File: config.mk
export PLATFORM = sky130hd
export DESIGN_NAME = serial_add_ctrl_flat
export DESIGN_NICKNAME = d
export VERILOG_FILES = /design/src/rtl/serial_add_ctrl_if.sv /design/src/rtl/serial_add_ctrl.sv /design/src/flat_wrapper.sv
export SDC_FILE = /design/constraint.sdc
export NUM_CORES = 1
export LEC_CHECK = 0
export ABC_AREA = 1
export BUFFER_PORTS_ARGS = -buffer_cell sky130_fd_sc_hd__buf_2
export CAP_MARGIN = 10
export CORE_MARGIN = 3
export CORE_UTILIZATION = 30
export DETAILED_ROUTE_END_ITERATION = 10
export SKIP_CTS_REPAIR_TIMING = 1
export SLEW_MARGIN = 0
export SYNTH_ARGS = -nofsm -noshare
export SYNTH_HDL_FRONTEND = slang
export SYNTH_SLANG_ARGS = --single-unit
export TNS_END_PERCENT = 50
File: constraint.sdc
create_clock -name clk -period 2.1 [get_ports clk]
set_clock_uncertainty 0.2 [all_clocks]
set_input_delay 0.42 -clock clk [delete_from_list [all_inputs] [get_ports clk]]
set_output_delay 0.42 -clock clk [all_outputs]
set_load 0.02 [all_outputs]
File: src/rtl/serial_add_ctrl_if.sv
// serial_add_ctrl_if
//   Request/response bundle for the bit-serial adder controller.
//   Request side : in_valid, in_ready, op_a, op_b, op_sub
//   Response side: out_valid, out_ready, result, carry_out, overflow
//   Status       : busy
//   master modport: the requester/consumer (drives operands, out_ready).
//   slave modport : the controller itself.
interface serial_add_ctrl_if #(
   parameter int WIDTH = 32
);
   logic             in_valid;
   logic             in_ready;
   logic [WIDTH-1:0] op_a;
   logic [WIDTH-1:0] op_b;
   logic             op_sub;
   logic             out_valid;
   logic             out_ready;
   logic [WIDTH-1:0] result;
   logic             carry_out;
   logic             overflow;
   logic             busy;

   modport master (
      output in_valid,
      output op_a,
      output op_b,
      output op_sub,
      output out_ready,
      input  in_ready,
      input  out_valid,
      input  result,
      input  carry_out,
      input  overflow,
      input  busy
   );

   modport slave (
      input  in_valid,
      input  op_a,
      input  op_b,
      input  op_sub,
      input  out_ready,
      output in_ready,
      output out_valid,
      output result,
      output carry_out,
      output overflow,
      output busy
   );
endinterface

File: src/rtl/serial_add_ctrl.sv
// serial_add_ctrl
//   Bit-serial adder controller: one full adder, one operand bit per clock,
//   LSB first. A request is accepted in IDLE, WIDTH shift cycles follow, and
//   the result is held in DONE until the consumer takes it.
//
//   Ports:
//     clk    - sole clock, rising edge
//     rst_n  - asynchronous active-low reset
//     bus    - serial_add_ctrl_if.slave (handshake, operands, result, flags)
//
//   Parameter WIDTH: operand/result width, 2..64.
//
//   Build option: define SERIAL_SUB_EN to add subtraction (op_sub = 1 gives
//   a-b; carry_out then reads as "no borrow"). Without it op_sub is ignored
//   and the datapath only adds.
//
//   state | meaning
//   ------+-------------------------------------------------------------
//   IDLE  | ready for a request (in_ready = 1)
//   SHIFT | one bit added per cycle, counter 0..WIDTH-1 (busy = 1)
//   DONE  | result/flags held until out_ready (out_valid = 1)

module full_adder (
   input  logic a,
   input  logic b,
   input  logic cin,
   output logic sum,
   output logic cout
);
   assign sum  = a ^ b ^ cin;
   assign cout = (a & b) | (a & cin) | (b & cin);
endmodule

module serial_add_ctrl #(
   parameter int WIDTH = 32
) (
   input  logic               clk,
   input  logic               rst_n,
   serial_add_ctrl_if.slave   bus
);

   localparam int CNT_W = (WIDTH > 2) ? $clog2(WIDTH) : 1;
   localparam logic [CNT_W-1:0] LAST_BIT = CNT_W'(WIDTH - 1);

   typedef enum logic [1:0] {
      IDLE  = 2'd0,
      SHIFT = 2'd1,
      DONE  = 2'd2
   } state_t;

   state_t           state;
   logic [CNT_W-1:0] bit_cnt;
   logic             carry_q;
   logic [WIDTH-1:0] a_sr;
   logic [WIDTH-1:0] b_sr;
   logic [WIDTH-1:0] res_sr;
   logic             carry_out_q;
   logic             overflow_q;
   logic             in_ready_q;
   logic             out_valid_q;
   logic             busy_q;

   logic             accept;
   logic             fa_b;
   logic             fa_sum;
   logic             fa_cout;
   logic             carry_init;

   assign accept = bus.in_valid && in_ready_q;

`ifdef SERIAL_SUB_EN
   logic sub_q;

   // Subtraction is a + ~b + 1: invert B at the adder and seed the carry.
   assign fa_b       = b_sr[0] ^ sub_q;
   assign carry_init = bus.op_sub;

   always_ff @(posedge clk) begin
      if (accept) begin
         sub_q <= bus.op_sub;
      end
   end
`else
   assign fa_b       = b_sr[0];
   assign carry_init = 1'b0;
`endif

   full_adder u_fa (
      .a    (a_sr[0]),
      .b    (fa_b),
      .cin  (carry_q),
      .sum  (fa_sum),
      .cout (fa_cout)
   );

   // Operand shift registers carry no reset: they are loaded on every
   // acceptance and only read while in SHIFT.
   always_ff @(posedge clk) begin
      if (accept) begin
         a_sr <= bus.op_a;
         b_sr <= bus.op_b;
      end else if (busy_q) begin
         a_sr <= a_sr >> 1;
         b_sr <= b_sr >> 1;
      end
   end

   always_ff @(posedge clk or negedge rst_n) begin
      if (!rst_n) begin
         state       <= IDLE;
         bit_cnt     <= '0;
         carry_q     <= 1'b0;
         res_sr      <= '0;
         carry_out_q <= 1'b0;
         overflow_q  <= 1'b0;
         in_ready_q  <= 1'b1;
         out_valid_q <= 1'b0;
         busy_q      <= 1'b0;
      end else begin
         case (state)
            IDLE: begin
               if (accept) begin
                  state      <= SHIFT;
                  bit_cnt    <= '0;
                  carry_q    <= carry_init;
                  in_ready_q <= 1'b0;
                  busy_q     <= 1'b1;
               end
            end

            SHIFT: begin
               res_sr  <= {fa_sum, res_sr[WIDTH-1:1]};
               carry_q <= fa_cout;
               if (bit_cnt == LAST_BIT) begin
                  // MSB position: carry-in is carry_q, carry-out is fa_cout.
                  bit_cnt     <= '0;
                  carry_out_q <= fa_cout;
                  overflow_q  <= carry_q ^ fa_cout;
                  state       <= DONE;
                  busy_q      <= 1'b0;
                  out_valid_q <= 1'b1;
               end else begin
                  bit_cnt <= bit_cnt + 1'b1;
               end
            end

            DONE: begin
               if (bus.out_ready) begin
                  state       <= IDLE;
                  out_valid_q <= 1'b0;
                  in_ready_q  <= 1'b1;
               end
            end

            default: begin
               state       <= IDLE;
               bit_cnt     <= '0;
               carry_q     <= 1'b0;
               in_ready_q  <= 1'b1;
               out_valid_q <= 1'b0;
               busy_q      <= 1'b0;
            end
         endcase
      end
   end

   assign bus.in_ready  = in_ready_q;
   assign bus.out_valid = out_valid_q;
   assign bus.busy      = busy_q;
   assign bus.result    = res_sr;
   assign bus.carry_out = carry_out_q;
   assign bus.overflow  = overflow_q;

endmodule

File: src/flat_wrapper.sv
// flat-port wrapper written by rule: the top's interface ports become plain ports
module serial_add_ctrl_flat 
#(
   parameter int WIDTH = 32
)
  (clk, rst_n, bus_in_valid, bus_op_a, bus_op_b, bus_op_sub, bus_out_ready, bus_in_ready, bus_out_valid, bus_result, bus_carry_out, bus_overflow, bus_busy);
  serial_add_ctrl_if #(.WIDTH(WIDTH)) bus_i ();
  input  logic clk;
  input  logic rst_n;
  input wire logic [$bits(bus_i.in_valid)-1:0] bus_in_valid;
  input wire logic [$bits(bus_i.op_a)-1:0] bus_op_a;
  input wire logic [$bits(bus_i.op_b)-1:0] bus_op_b;
  input wire logic [$bits(bus_i.op_sub)-1:0] bus_op_sub;
  input wire logic [$bits(bus_i.out_ready)-1:0] bus_out_ready;
  output wire logic [$bits(bus_i.in_ready)-1:0] bus_in_ready;
  output wire logic [$bits(bus_i.out_valid)-1:0] bus_out_valid;
  output wire logic [$bits(bus_i.result)-1:0] bus_result;
  output wire logic [$bits(bus_i.carry_out)-1:0] bus_carry_out;
  output wire logic [$bits(bus_i.overflow)-1:0] bus_overflow;
  output wire logic [$bits(bus_i.busy)-1:0] bus_busy;
  assign bus_i.in_valid = bus_in_valid;
  assign bus_i.op_a = bus_op_a;
  assign bus_i.op_b = bus_op_b;
  assign bus_i.op_sub = bus_op_sub;
  assign bus_i.out_ready = bus_out_ready;
  assign bus_in_ready = bus_i.in_ready;
  assign bus_out_valid = bus_i.out_valid;
  assign bus_result = bus_i.result;
  assign bus_carry_out = bus_i.carry_out;
  assign bus_overflow = bus_i.overflow;
  assign bus_busy = bus_i.busy;
  serial_add_ctrl #(.WIDTH(WIDTH)) u_core (.clk(clk), .rst_n(rst_n), .bus(bus_i));
endmodule
==> results by stage, run 1 <==
Status:
- The flow ran to the end, and the final reports show no timing, DRC or antenna violations.

Pwr:
- The maximum vdd drop is 0.000618 V.
- Cell internal power was estimated by the tool at 4.27 mW.
- The total net switching power is 2.29 mW.
- Of the total power, the clock network draws 0.244.
- Of the total power, registers draw 0.473.
- For this design the ratio of total power to cell area is 1180 nW/um^2.
- The total leakage power is 2.66 nW.
- The share of power burned in combinational logic is 0.283.
- The net switching share of the total power is 0.349.

Finish:
- The number of diodes is 0.
- The commonest non-fill, non-tap cell in the layout is sky130_fd_sc_hd__nand2_1.
- The number of nets in the final layout is 635.
- In the layout the commonest cells are sky130_fd_sc_hd__nand2_1, sky130_fd_sc_hd__buf_2, sky130_fd_sc_hd__edfxtp_1.
- In the final layout, the share of cells above drive strength 1 is 0.261.
- The number of cells in the finished layout apart from fillers is 752.
- The area overhead of the layout relative to synthesis is 20.1%.

Logic synthesis:
- The share of flip-flops with an asynchronous set or reset is 0.413.
- The number of different library cells in the post-synthesis netlist is 24.
- The cell count after synthesis came out at 463.
- During synthesis, Yosys emitted a total of 0 warnings.
- The number of nets handed over by synthesis was 535.
- In this run, synthesis produced a sequential element count of 109.
- The cell area that synthesis handed to floorplanning was 4630 um^2.
- Yosys mapped a number of flops with a built-in enable equal to 64.
- The average cell area after synthesis is 10.0 um^2.
- For this run, the leading register cell type out of synthesis is sky130_fd_sc_hd__edfxtp_1.
- Of the synthesized area, sequential elements account for 0.658.

Clocking:
- The H-tree level count is 3.
- The clock root buffer is sky130_fd_sc_hd__clkbuf_16.
- The clock network latency to the later pin of the worst-skew pair is 350 ps.
- The tree built by TritonCTS fans out to 109 sinks.
- TritonCTS built the clock tree.
- The number of buffers on the longest clock path is 2.
- Counting the buffers created by CTS gives 9.
- After clock tree synthesis, the clock-pin slew on the worst setup and hold paths is 70 ps.

Critical path:
- On the critical path the largest part of the delay comes from simple AND/OR/NAND/NOR gates.
- The kind of start point of the critical path is a flop.
- The worst stage delay on the critical path is 670 ps.
- The classification of the worst setup path is reg2reg.
- At the worst endpoint, the required time is 1880 ps.
- The critical path goes through nand2_2 > inv_2 > or2_4.
- The signal arrival time at the worst endpoint is 1740 ps.
- The biggest fanout along the worst timing path is 64.
- Among all stages on the critical path, the largest delay is contributed by sky130_fd_sc_hd__or2_4.
- Together, buffers and inverters on the worst path number 1.
- The worst setup path is captured at a flop.

STA:
- Setup repair after global routing left no endpoint under its margin.
- The headroom to the max-slew limit is 0.405.
- The final hold violation count is 0.
- The pin slew with the least headroom to its limit is 893 ps.
- The total negative slack for setup checks is 0 ps.
- The final count of pins violating max slew was 0.
- The worst slack on hold paths is 133 ps.
- Of the available clock period, the critical path in the final layout requires 0.935.
- The final period demand of the worst path is 1960 ps.
- The maximum achievable frequency is 509 MHz.
- The post-route worst setup slack is 136 ps.
- Setup violations remaining at the end of the flow were counted as 0.

Global routing:
- Entering global routing, the biggest net connects 66 pins.
- Global routing finished with a remaining overflow of 0.
- The all-layer global routing usage is 0.113.
- The wire length of the first global-routing pass is 15100 um.
- The number of antenna violations at the first check in global routing is 1.
- The number of global-route vias before repair came to 3230.

Die:
- The overall die area is 17000 um^2.
- The I/O pin count is 106.
- The floorplan core area is 14800 um^2.
- The starting density of the core is 0.313.
- The overall die height is 130 um.
- The number of placement rows is 44.
- The overall die width is 130 um.

Flow run:
- The number of max-cap violations is 0.

Detailed routing:
- The number of nets with antenna violations after routing is 0.
- The wire length reported by the detailed router is 9240 um.
- The detailed router finished its first iteration with 199 violations.
- The average wire per standard cell is 12.3 um.
- The number of remaining DRC errors is 0.
- The detail-routed via count per cell is 4.33.
- The first TritonRoute pass finished after 5 iterations.
- Across all layers, the routed design uses 3259 vias.

Place:
- The count of input and output buffers is 104.
- The total placed cells including tap cells is 735.
- The HPWL after detailed placement is 6140 um.
- The post-placement worst setup slack is 71.5 ps.
- The last weighted congestion value of the routability-driven placer is 0.767.

Hold path:
- The type of the most critical hold path is in2reg.
-- through the flow --
step           utilization  power (mW)  instance area [um^2]
2_1_floorplan            -        4.53                  4630
3_3_place_gp         0.357        4.96                  5280
3_5_place_dp         0.357        5.04                  5280
4_1_cts              0.375        6.65                  5550
5_1_grt              0.376        7.02                  5560
6_report             0.376        6.56                  5560
-- registers in the layout, summed over array words and instances, names as in the netlist, 2 cells and up --
| register | flops |
|---|---|
| u_core.a_sr | 32 |
| u_core.b_sr | 32 |
| u_core.bus.result | 32 |
| u_core.bit_cnt | 5 |
| u_core.state | 2 |
-- layout make-up --
class                   count  area, um^2
clock buffers              12         248
clock inverters             4        23.8
fillers                  1498        9250
inverters                  30         118
multi-input cells         304        1320
flip-flops and latches    109        3050
well taps                 184         230
repair buffers            109         573
-- worst min-delay path: cells and delay by family --
kind | cells | cell delay [ps]
and+or+nand+nor | 2 | 80
buffers and inverters | 1 | 80
-- synth_stat cells, types with 2 or more instances --
| library cell | instances | area share |
|---|---|---|
| sky130_fd_sc_hd__inv_2 | 2 | 0.0016 |
| sky130_fd_sc_hd__buf_6 | 4 | 0.0097 |
| sky130_fd_sc_hd__nor2_1 | 4 | 0.0032 |
| sky130_fd_sc_hd__ha_1 | 2 | 0.0054 |
| sky130_fd_sc_hd__inv_1 | 27 | 0.022 |
| sky130_fd_sc_hd__buf_2 | 13 | 0.014 |
| sky130_fd_sc_hd__dfrtp_1 | 44 | 0.24 |
| sky130_fd_sc_hd__o21ai_2 | 15 | 0.028 |
| sky130_fd_sc_hd__nand3_1 | 5 | 0.0054 |
| sky130_fd_sc_hd__edfxtp_1 | 64 | 0.41 |
| sky130_fd_sc_hd__nand3b_1 | 2 | 0.0032 |
| sky130_fd_sc_hd__nand2_1 | 246 | 0.20 |
| sky130_fd_sc_hd__o21ai_0 | 22 | 0.024 |
| sky130_fd_sc_hd__nand2_2 | 3 | 0.0041 |
-- cells by family after synthesis --
logic type               count (synthesis)  share of synthesized area
buffers and inverters                   50                     0.0575
AND/OR/NAND/NOR                        263                      0.220
flip-flops                             109                      0.658
AO/OA/AOI/OAI                           37                     0.0521
XOR/XNOR                                 1                    0.00189
adder cells (fa/ha/maj)                  3                    0.00972
-- metal layers --
| metal | global-route usage | vias to the layer above | share of wire |
|---|---|---|---|
| met5 | 0 | - | 0.0014 |
| met4 | 0.0367 | 2 | 0.014 |
| met3 | 0.0430 | 12 | 0.083 |
| met2 | 0.177 | 104 | 0.44 |
| met1 | 0.145 | 1476 | 0.46 |
| li1 | - | 1665 | - |
-- power groups by stage --
stage / Clock, mW / Sequential [mW] / Combinational, mW
floorplan: 0 / 3.41 / 1.12
global placement: 0 / 3.13 / 1.83
detailed placement: 0 / 3.15 / 1.89
CTS: 1.65 / 3.11 / 1.89
global route: 1.74 / 3.17 / 2.11
finish: 1.60 / 3.10 / 1.86
-- path summary, 6_finish.rpt --
| check | start | slack, ps | cells after the start | endpoint |
|---|---|---|---|---|
| min | bus_op_b[10] | 130 | 3 | u_core.b_sr[10] |
| max | u_core.bus.in_ready | 140 | 3 | u_core.b_sr[5] |
| max in group asynchronous | rst_n | 760 | 3 | u_core.bus.in_ready |
| min in group asynchronous | rst_n | 370 | 2 | u_core.bus.result[26] |
| min reg2reg | u_core.bit_cnt[4] | 280 | 2 | u_core.bit_cnt[4] |
| max reg2reg | u_core.bus.in_ready | 140 | 3 | u_core.b_sr[5] |
Note: power is estimated with default switching activity, not from simulation.
==> inputs of run 2 (changes only) <==
- GPL_TIMING_DRIVEN: default -> 0
==> run 2 against run 1 <==
Compared with the run above: via count up 5.3%; sequential share of layout area decreased by 1.8 points; sequential power is essentially flat; largest cell class unchanged; largest power group unchanged; non-clock buffer count rose by 15; power up 9.9%; maximum frequency increased by 0.97%; sequential cell count did not move; clock power up 29%; core utilization rose by 1.3 points; die area unchanged.
==> results by stage, run 2 (synthesized netlist as in run 1, its figures left out) <==
Status:
- The run finished with clean final reports.

STA:
- The headroom to the max-slew limit is 0.314.
- The smallest clock period supported by the final layout is computed as 1940 ps.
- For the pin with the worst max-slew slack, the measured transition is 1030 ps.
- On the final layout, the worst hold slack is 51.7 ps.
- The final hold violation count is 0.
- Setup total negative slack on the finished layout was measured at 0 ps.
- Of the available clock period, the critical path in the final layout requires 0.926.
- Setup repair after global routing left no endpoint under its margin.
- Based on the critical path, the design can be clocked at up to 514 MHz.
- The final count of pins violating max slew is 0.
- Setup violations remaining at the end of the flow were counted as 0.

Detailed routing:
- In the routed layout, each cell is associated on average with a via count of 4.47.
- The number of nets with antenna violations after routing is 0.
- The detailed-routing iteration count for the pre-antenna-repair pass is 6.
- The average wire per standard cell is 13.0 um.
- The DRC violation total after the first TritonRoute iteration is 192.
- The overall via count from detail_route is 3431.
- For this run, design rule violations remaining after detail routing come to 0.
- The wire length reported by the detailed router is 9950 um.

Die:
- The number of placement rows is 44.
- The starting density of the core is 0.313.
- The overall die height is 130 um.
- The die is 130 um wide.
- The die covers 17000 um^2.
- The floorplan core area is 14800 um^2.
- The I/O pin count is 106.

Pwr:
- In this run the power density over the cells is 1250 nW/um^2.
- VDD sags by at most 0.000598 V.
- The total power draw is 7.21 mW.
- The total leakage power is 2.76 nW.

Critical path:
- The cell count of the worst reg-to-reg path is 3.
- Walking the worst path, the cells encountered are nand2_1 > inv_2 > or2_4.
- The worst setup path is captured at a flop.
- The largest single stage delay on the critical path is 540 ps.
- Among cell families on the critical path, the largest total delay comes from simple AND/OR/NAND/NOR gates.
- Of all nets on the critical path, the largest fanout is 32.
- The slowest library cell on the worst path is sky130_fd_sc_hd__dfstp_2.
- The worst setup path is of the reg2reg kind.
- Data on the critical path is required at its endpoint by 1890 ps.
- STA puts the critical path data arrival time at 1730 ps.
- The kind of start point of the critical path is a flop.
- The critical path crosses 3 cells after its start point.
- The number of buffer and inverter stages on the critical path is 1.

Finish:
- The number of inserted filler cells in the final layout is 1455.
- The area overhead of the layout relative to synthesis is 24.3%.
- After the last flow step, the layout net total stands at 651.
- The fraction of layout cells with a size suffix above 1 is 0.280.
- At the end of the flow the core is filled with cells to 0.389.
- The library cells used most frequently in the layout, excluding fill and tap cells, are sky130_fd_sc_hd__nand2_1, sky130_fd_sc_hd__buf_2, sky130_fd_sc_hd__edfxtp_1.
- The summed area of non-filler cells in the final layout is 5760 um^2.
- The commonest non-fill, non-tap cell in the layout is sky130_fd_sc_hd__nand2_1.
- The repair_antennas step left the layout with diodes totalling 0.

Flow run:
- The tool flagged a number of max-cap violations equal to 0.

Clocking:
- TritonCTS built the clock tree.
- In this run the number of H-tree levels came out at 3.
- Clock tree synthesis found a total of 109 sinks.
- The clock root buffer is sky130_fd_sc_hd__clkbuf_16.
- The clock slew at the register clock pins of the worst setup and hold paths is 70 ps.
- The clock network latency to the later pin of the worst-skew pair is 350 ps.
- In this run the deepest clock path goes through 2 buffers.
- Counting the buffers created by CTS gives 9.

Global routing:
- For this run, the total global-route usage over all layers was measured as 0.120.
- The number of global-route vias before repair was 3315.
- The number of antenna violations at the first check in global routing is 0.
- The wire length of the first global-routing pass is 16000 um.
- After global routing the overflow that remains totals 0.
- The largest net degree at the start of global routing is 65.

Place:
- The congestion estimate from routability-driven global placement came to 0.781.
- The final HPWL from detailed placement is 6880 um.
- After detailed placement, the total cell area comes to 5390 um^2.
- The count of input and output buffers is 104.

Hold path:
- The worst hold path belongs to the class in2async.
run 2: cell types whose count changed in the layout (fill, tap and decap cells not counted):
| cell | delta |
|---|---|
| sky130_fd_sc_hd__buf_6 | +4 |
| sky130_fd_sc_hd__bufinv_16 | +4 |
| sky130_fd_sc_hd__nand2_2 | -1 |
| sky130_fd_sc_hd__or2_4 | +1 |
| sky130_fd_sc_hd__clkbuf_2 | -1 |
| sky130_fd_sc_hd__clkbuf_8 | -1 |
| sky130_fd_sc_hd__buf_2 | +13 |
| sky130_fd_sc_hd__clkinv_4 | +1 |
| sky130_fd_sc_hd__buf_8 | +1 |
| sky130_fd_sc_hd__buf_4 | -3 |
| sky130_fd_sc_hd__dlygate4sd3_1 | -1 |
| sky130_fd_sc_hd__nand2_1 | +1 |
| sky130_fd_sc_hd__inv_4 | -1 |
| sky130_fd_sc_hd__clkinv_2 | -2 |
run 2: final timing paths:
check / from / slack, ps / end
setup reg to reg: u_core.bus.in_ready / 160 / u_core.b_sr[8]
hold reg to reg: u_core.bus.in_ready / 280 / u_core.bus.in_ready
min in group clk: bus_op_b[11] / 130 / u_core.b_sr[11]
max in group asynchronous: rst_n / 1010 / u_core.bus.result[14]
setup / recovery: u_core.bus.in_ready / 160 / u_core.b_sr[8]
hold / removal: rst_n / 50 / u_core.bus.result[26]
run 2: worst register-to-register path: cells and delay by family (launching register included):
kind                   cells  cell delay (ps)
DFF                        1              540
and+or+nand+nor            2              580
buffers and inverters      1              230
run 2: per-layer routing:
metal  global-route usage  vias up  wire length [um]
met2                0.174      113              4350
li1                     -     1714                 -
met5                    0        -                 0
met1                0.165     1591              4650
met4               0.0465        0               156
met3               0.0434       13               790
run 2: power by group:
part           internal (mW)  switching (mW)  leakage (nW)
clock                   1.28           0.774         0.172
combinational          0.730            1.32          1.42
sequential              2.83           0.276          1.17
run 2: stage by stage:
| stage | instances | worst slack (ps) |
|---|---|---|
| finish | 767 | 155 |
| global route | 767 | 60.8 |
| CTS | 766 | -199 |
| detailed placement | 751 | -183 |
| global placement | 751 | -147 |
| floorplan | 463 | 177 |
run 2: area by class of cell:
type / instances / area (um^2) / area share
inverter: 30 / 118 / 0.0204
sequential: 109 / 3050 / 0.530
buffer: 20 / 149 / 0.0259
clock buffer: 9 / 225 / 0.0391
clock inverter: 6 / 136 / 0.0237
multi-input combinational: 305 / 1330 / 0.231
timing repair buffer: 104 / 520 / 0.0904
tap: 184 / 230 / 0.0400
==> inputs of run 3 (changes only) <==
- CELL_PAD_IN_SITES_DETAIL_PLACEMENT: default -> 0
- CELL_PAD_IN_SITES_GLOBAL_PLACEMENT: default -> 1
- PLACE_DENSITY_LB_ADDON: default -> 0.1
- SYNTH_HIERARCHICAL: default -> 1
==> run 3 against run 2 <==
Compared with the run above: combinational power is 40% higher; non-clock buffer count unchanged; first-iteration DRC count is 1.6% lower; power up 18%; worst hold slack lost 3.8 ps; core utilization decreased by 0.39 points; clock-buffer cell count is 3 higher; critical endpoint is now u_core/b_sr[15].
==> results by stage, run 3 <==
Die:
- The overall die area is 16800 um^2.
- The floorplan has 44 rows.
- The overall die height is 130 um.
- For this configuration, the core starts out at a cell density of 0.311.
- The I/O pin count is 106.
- The floorplan step set the die width to 130 um.
- The core region is 14800 um^2.

Global routing:
- The wire length of the first global-routing pass is 16200 um.
- The number of global-route vias before repair was 3284.
- The met2 track demand over resource is 0.200.
- Entering global routing, the biggest net connects 65 pins.
- In the global route stage, overall resource usage came out at 0.124.
- The global routing stage identified its most utilized layer as met2.
- The fraction of met3 tracks used by global routing is 0.0453.
- For this run, global-route usage on met1 was measured as 0.160.
- The number of antenna violations at the first check in global routing is 0.
- After global routing the overflow that remains totals 0.

Detailed routing:
- For this block, the routed nets add up to 10200 um of wire.
- Once detail routing completed, the nets flagged for antenna violations numbered 0.
- The DRC violation total after the first TritonRoute iteration is 189.
- In the final routed layout, each cell accounts on average for 13.4 um.
- For this run, design rule violations remaining after detail routing come to 0.
- The overall via count from detail_route is 3290.
- Using the TritonRoute via totals, the vias-per-cell ratio works out to 4.32.
- The detailed-routing iteration count for the pre-antenna-repair pass is 4.

Hold path:
- The min-delay analysis places its worst path in the category in2async.

Critical path:
- STA classifies the critical path startpoint as a flop.
- The critical path endpoint category is a flop.
- The classification of the worst setup path is reg2reg.
- The biggest fanout along the worst timing path is 32.
- The worst flop-to-flop path startpoint is u_core/bus.in_ready.
- The worst register-to-register path ends at u_core/b_sr[15].
- The signal arrival time at the worst endpoint is 1720 ps.
- Measured in cells, the most critical reg-to-reg path has a length of 3.
- The required time of the worst setup path is 1890 ps.
- The setup check on the worst reg-to-reg path leaves a slack of 170 ps.

STA:
- The final hold violation count was 0.
- The headroom to the max-slew limit is 0.328.
- The portion of the clock cycle consumed by the worst path in the final layout is 0.921.
- At the pin with the least slew margin, the transition time is 1010 ps.
- Setup repair after global routing left no endpoint under its margin.
- Across all setup checks in the final design, the least slack found is 165 ps.
- The count of endpoints failing setup in the final report is 0.
- The final count of pins violating max slew is 0.
- The smallest clock period supported by the final layout is computed as 1930 ps.
- The maximum achievable frequency is 517 MHz.
- The worst slack on hold paths is 47.9 ps.

Pwr:
- The total power divided by cell area is 1500 nW/um^2.
- The analysis attributes to cell leakage a power of 2.77 nW.
- The total net switching power is 3.04 mW.
- Of the total power, the share spent switching nets is 0.357.
- The share of power burned in combinational logic is 0.338.
- The proportion of power drawn by flip-flops and latches is 0.447.
- The maximum vdd drop is 0.000699 V.
- The share of total power dissipated in the clock network is 0.215.
- The internal power of the cells totals 5.48 mW.

Status:
- The flow ran to the end, and the final reports show no timing, DRC or antenna violations.

Clocking:
- The H-tree generated during clock tree synthesis spans 3 levels.
- The clock root buffer is sky130_fd_sc_hd__clkbuf_16.
- TritonCTS built the clock tree.
- The clock reaches the later pin of the worst-skew pair after 350 ps.
- Clock-pin slew was measured on the worst setup and hold paths at 70 ps.
- Clock tree synthesis inserted a total of 9 buffers.
- The number of clock sinks is 109.
- The number of buffers on the longest clock path is 2.

Logic synthesis:
- After synthesis, the cell types taking the most area are sky130_fd_sc_hd__edfxtp_1, sky130_fd_sc_hd__dfrtp_1, sky130_fd_sc_hd__nand2_1, sky130_fd_sc_hd__o21ai_2, sky130_fd_sc_hd__o21ai_0.
- The number of flops mapped to enable cells by yosys is 64.
- Synthesis produced a netlist with a net count of 529.
- The number of instances in the synthesized netlist is 457.
- Yosys instantiated no cell more often than sky130_fd_sc_hd__nand2_1.
- The netlist uses 24 different library cells.
- The synthesized netlist occupies a cell area of 4590 um^2.
- The post-synthesis sequential element count is 109.
- A synthesized cell averages 10.0 um^2.
- The share of flip-flops with an asynchronous set or reset is 0.413.
- In the synthesized netlist the dominant register cell turns out to be sky130_fd_sc_hd__edfxtp_1.
- Of the synthesized area, sequential elements account for 0.665.
- Ranked by instance count, the synthesized netlist is headed by sky130_fd_sc_hd__nand2_1, sky130_fd_sc_hd__edfxtp_1, sky130_fd_sc_hd__dfrtp_1, sky130_fd_sc_hd__inv_1, sky130_fd_sc_hd__o21ai_0.
- The share of the synthesized area in the top cell type is 0.419.
- The warning count from the yosys run is 6.
- Summed over all instances, the cell type with the most area after synthesis is sky130_fd_sc_hd__edfxtp_1.

Finish:
- The fraction of layout cells with a size suffix above 1 is 0.284.
- The library cell used most frequently in the layout, excluding fill and tap cells, is sky130_fd_sc_hd__nand2_1.
- The final cell utilization of the core is 0.385.
- The number of inserted filler cells in the final layout is 1530.
- The multi-input logic area is 1320 um^2.
- The sequential cells in the finished layout cover a total of 3050 um^2.
- The library cells used most frequently in the layout, excluding fill and tap cells, are sky130_fd_sc_hd__nand2_1, sky130_fd_sc_hd__buf_2, sky130_fd_sc_hd__edfxtp_1.
- The number of cells in the finished layout apart from fillers is 762.
- The number of nets in the final layout is 645.
- From synthesis to final layout, the design area changed by 23.7%.
- The number of diodes is 0.

Place:
- The count of input and output buffers is 104.
- The number of placed instances, taps included, is 745.
- Summed over all nets, the half-perimeter wirelength after detailed placement is 6800 um.
- Before CTS, the worst setup slack after placement is -206 ps.
- Routability-driven placement finished with a final weighted congestion of 0.727.

Flow run:
- The number of max-cap violations is 0.
==> run 3: cell count changes after synthesis, moves of 2 or more <==
| cell | before | now |
|---|---|---|
| sky130_fd_sc_hd__o21ai_1 | 0 | 2 |
| sky130_fd_sc_hd__inv_1 | 27 | 24 |
| sky130_fd_sc_hd__o21ai_0 | 22 | 19 |
| sky130_fd_sc_hd__nand3_1 | 5 | 2 |
==> run 3: final cells by class <==
cell class	instances	share of cell area
timing repair buffer	104	0.0917
clock inverter	4	0.00860
sequential	109	0.537
buffer	20	0.0231
multi-input combinational	303	0.232
tap	184	0.0406
clock buffer	12	0.0489
inverter	26	0.0181
==> run 3: kinds of logic (layout without fill, tap and decap cells) <==
kind of cell / count (synthesis) / count (layout) / share of synthesized area
xor gates and xnor gates: 1 / 1 / 0.00191
DFF: 109 / 109 / 0.665
buffers and inverters: 46 / 166 / 0.0510
and+or+nand+nor: 261 / 262 / 0.219
AOI/OAI and AO/OA: 37 / 37 / 0.0534
adders and majority gates: 3 / 3 / 0.00982
==> run 3: how the worst max path moves through the flow <==
stage / from / to / slack [ps] / cells past startpoint
floorplan: u_core/bus.in_ready / u_core/a_sr[0] / 180 / 3
global placement: u_core/bus.in_ready / u_core/b_sr[16] / -170 / 3
detailed placement: u_core/bus.in_ready / u_core/b_sr[16] / -210 / 3
CTS: u_core/bus.in_ready / u_core/b_sr[16] / -210 / 3
global route: u_core/bus.in_ready / u_core/b_sr[12] / 50 / 3
finish: u_core/bus.in_ready / u_core/b_sr[15] / 170 / 3
==> run 3: layer usage <==
layer  share of wire  up-vias
met2            0.47       78
met3           0.048        5
met1            0.48     1521
li1                -     1686
met5               0        -
met4          0.0069        0
==> run 3: power by group through the flow <==
stage	Combinational, mW	Clock (mW)	Sequential [mW]
final	2.88	1.83	3.81
after global routing	3.28	2.00	3.92
after CTS	2.93	1.93	3.83
after detailed placement	2.93	0	3.86
after global placement	2.89	0	3.85
after floorplan	1.68	0	4.12
==> run 3: critical path, stage by stage, from the launching register on <==
cell and delay [ps]:
sky130_fd_sc_hd__dfstp_2 550, sky130_fd_sc_hd__nand2_1 120, sky130_fd_sc_hd__inv_2 210, sky130_fd_sc_hd__or2_4 480
==> run 3: metrics by stage <==
step	area, um^2	total power [mW]	TNS, ps
after floorplan	4590	5.81	0
after global placement	5340	6.74	-10600
after detailed placement	5340	6.79	-13000
after CTS	5670	8.68	-12930
after global routing	5680	9.19	0
final	5680	8.52	0
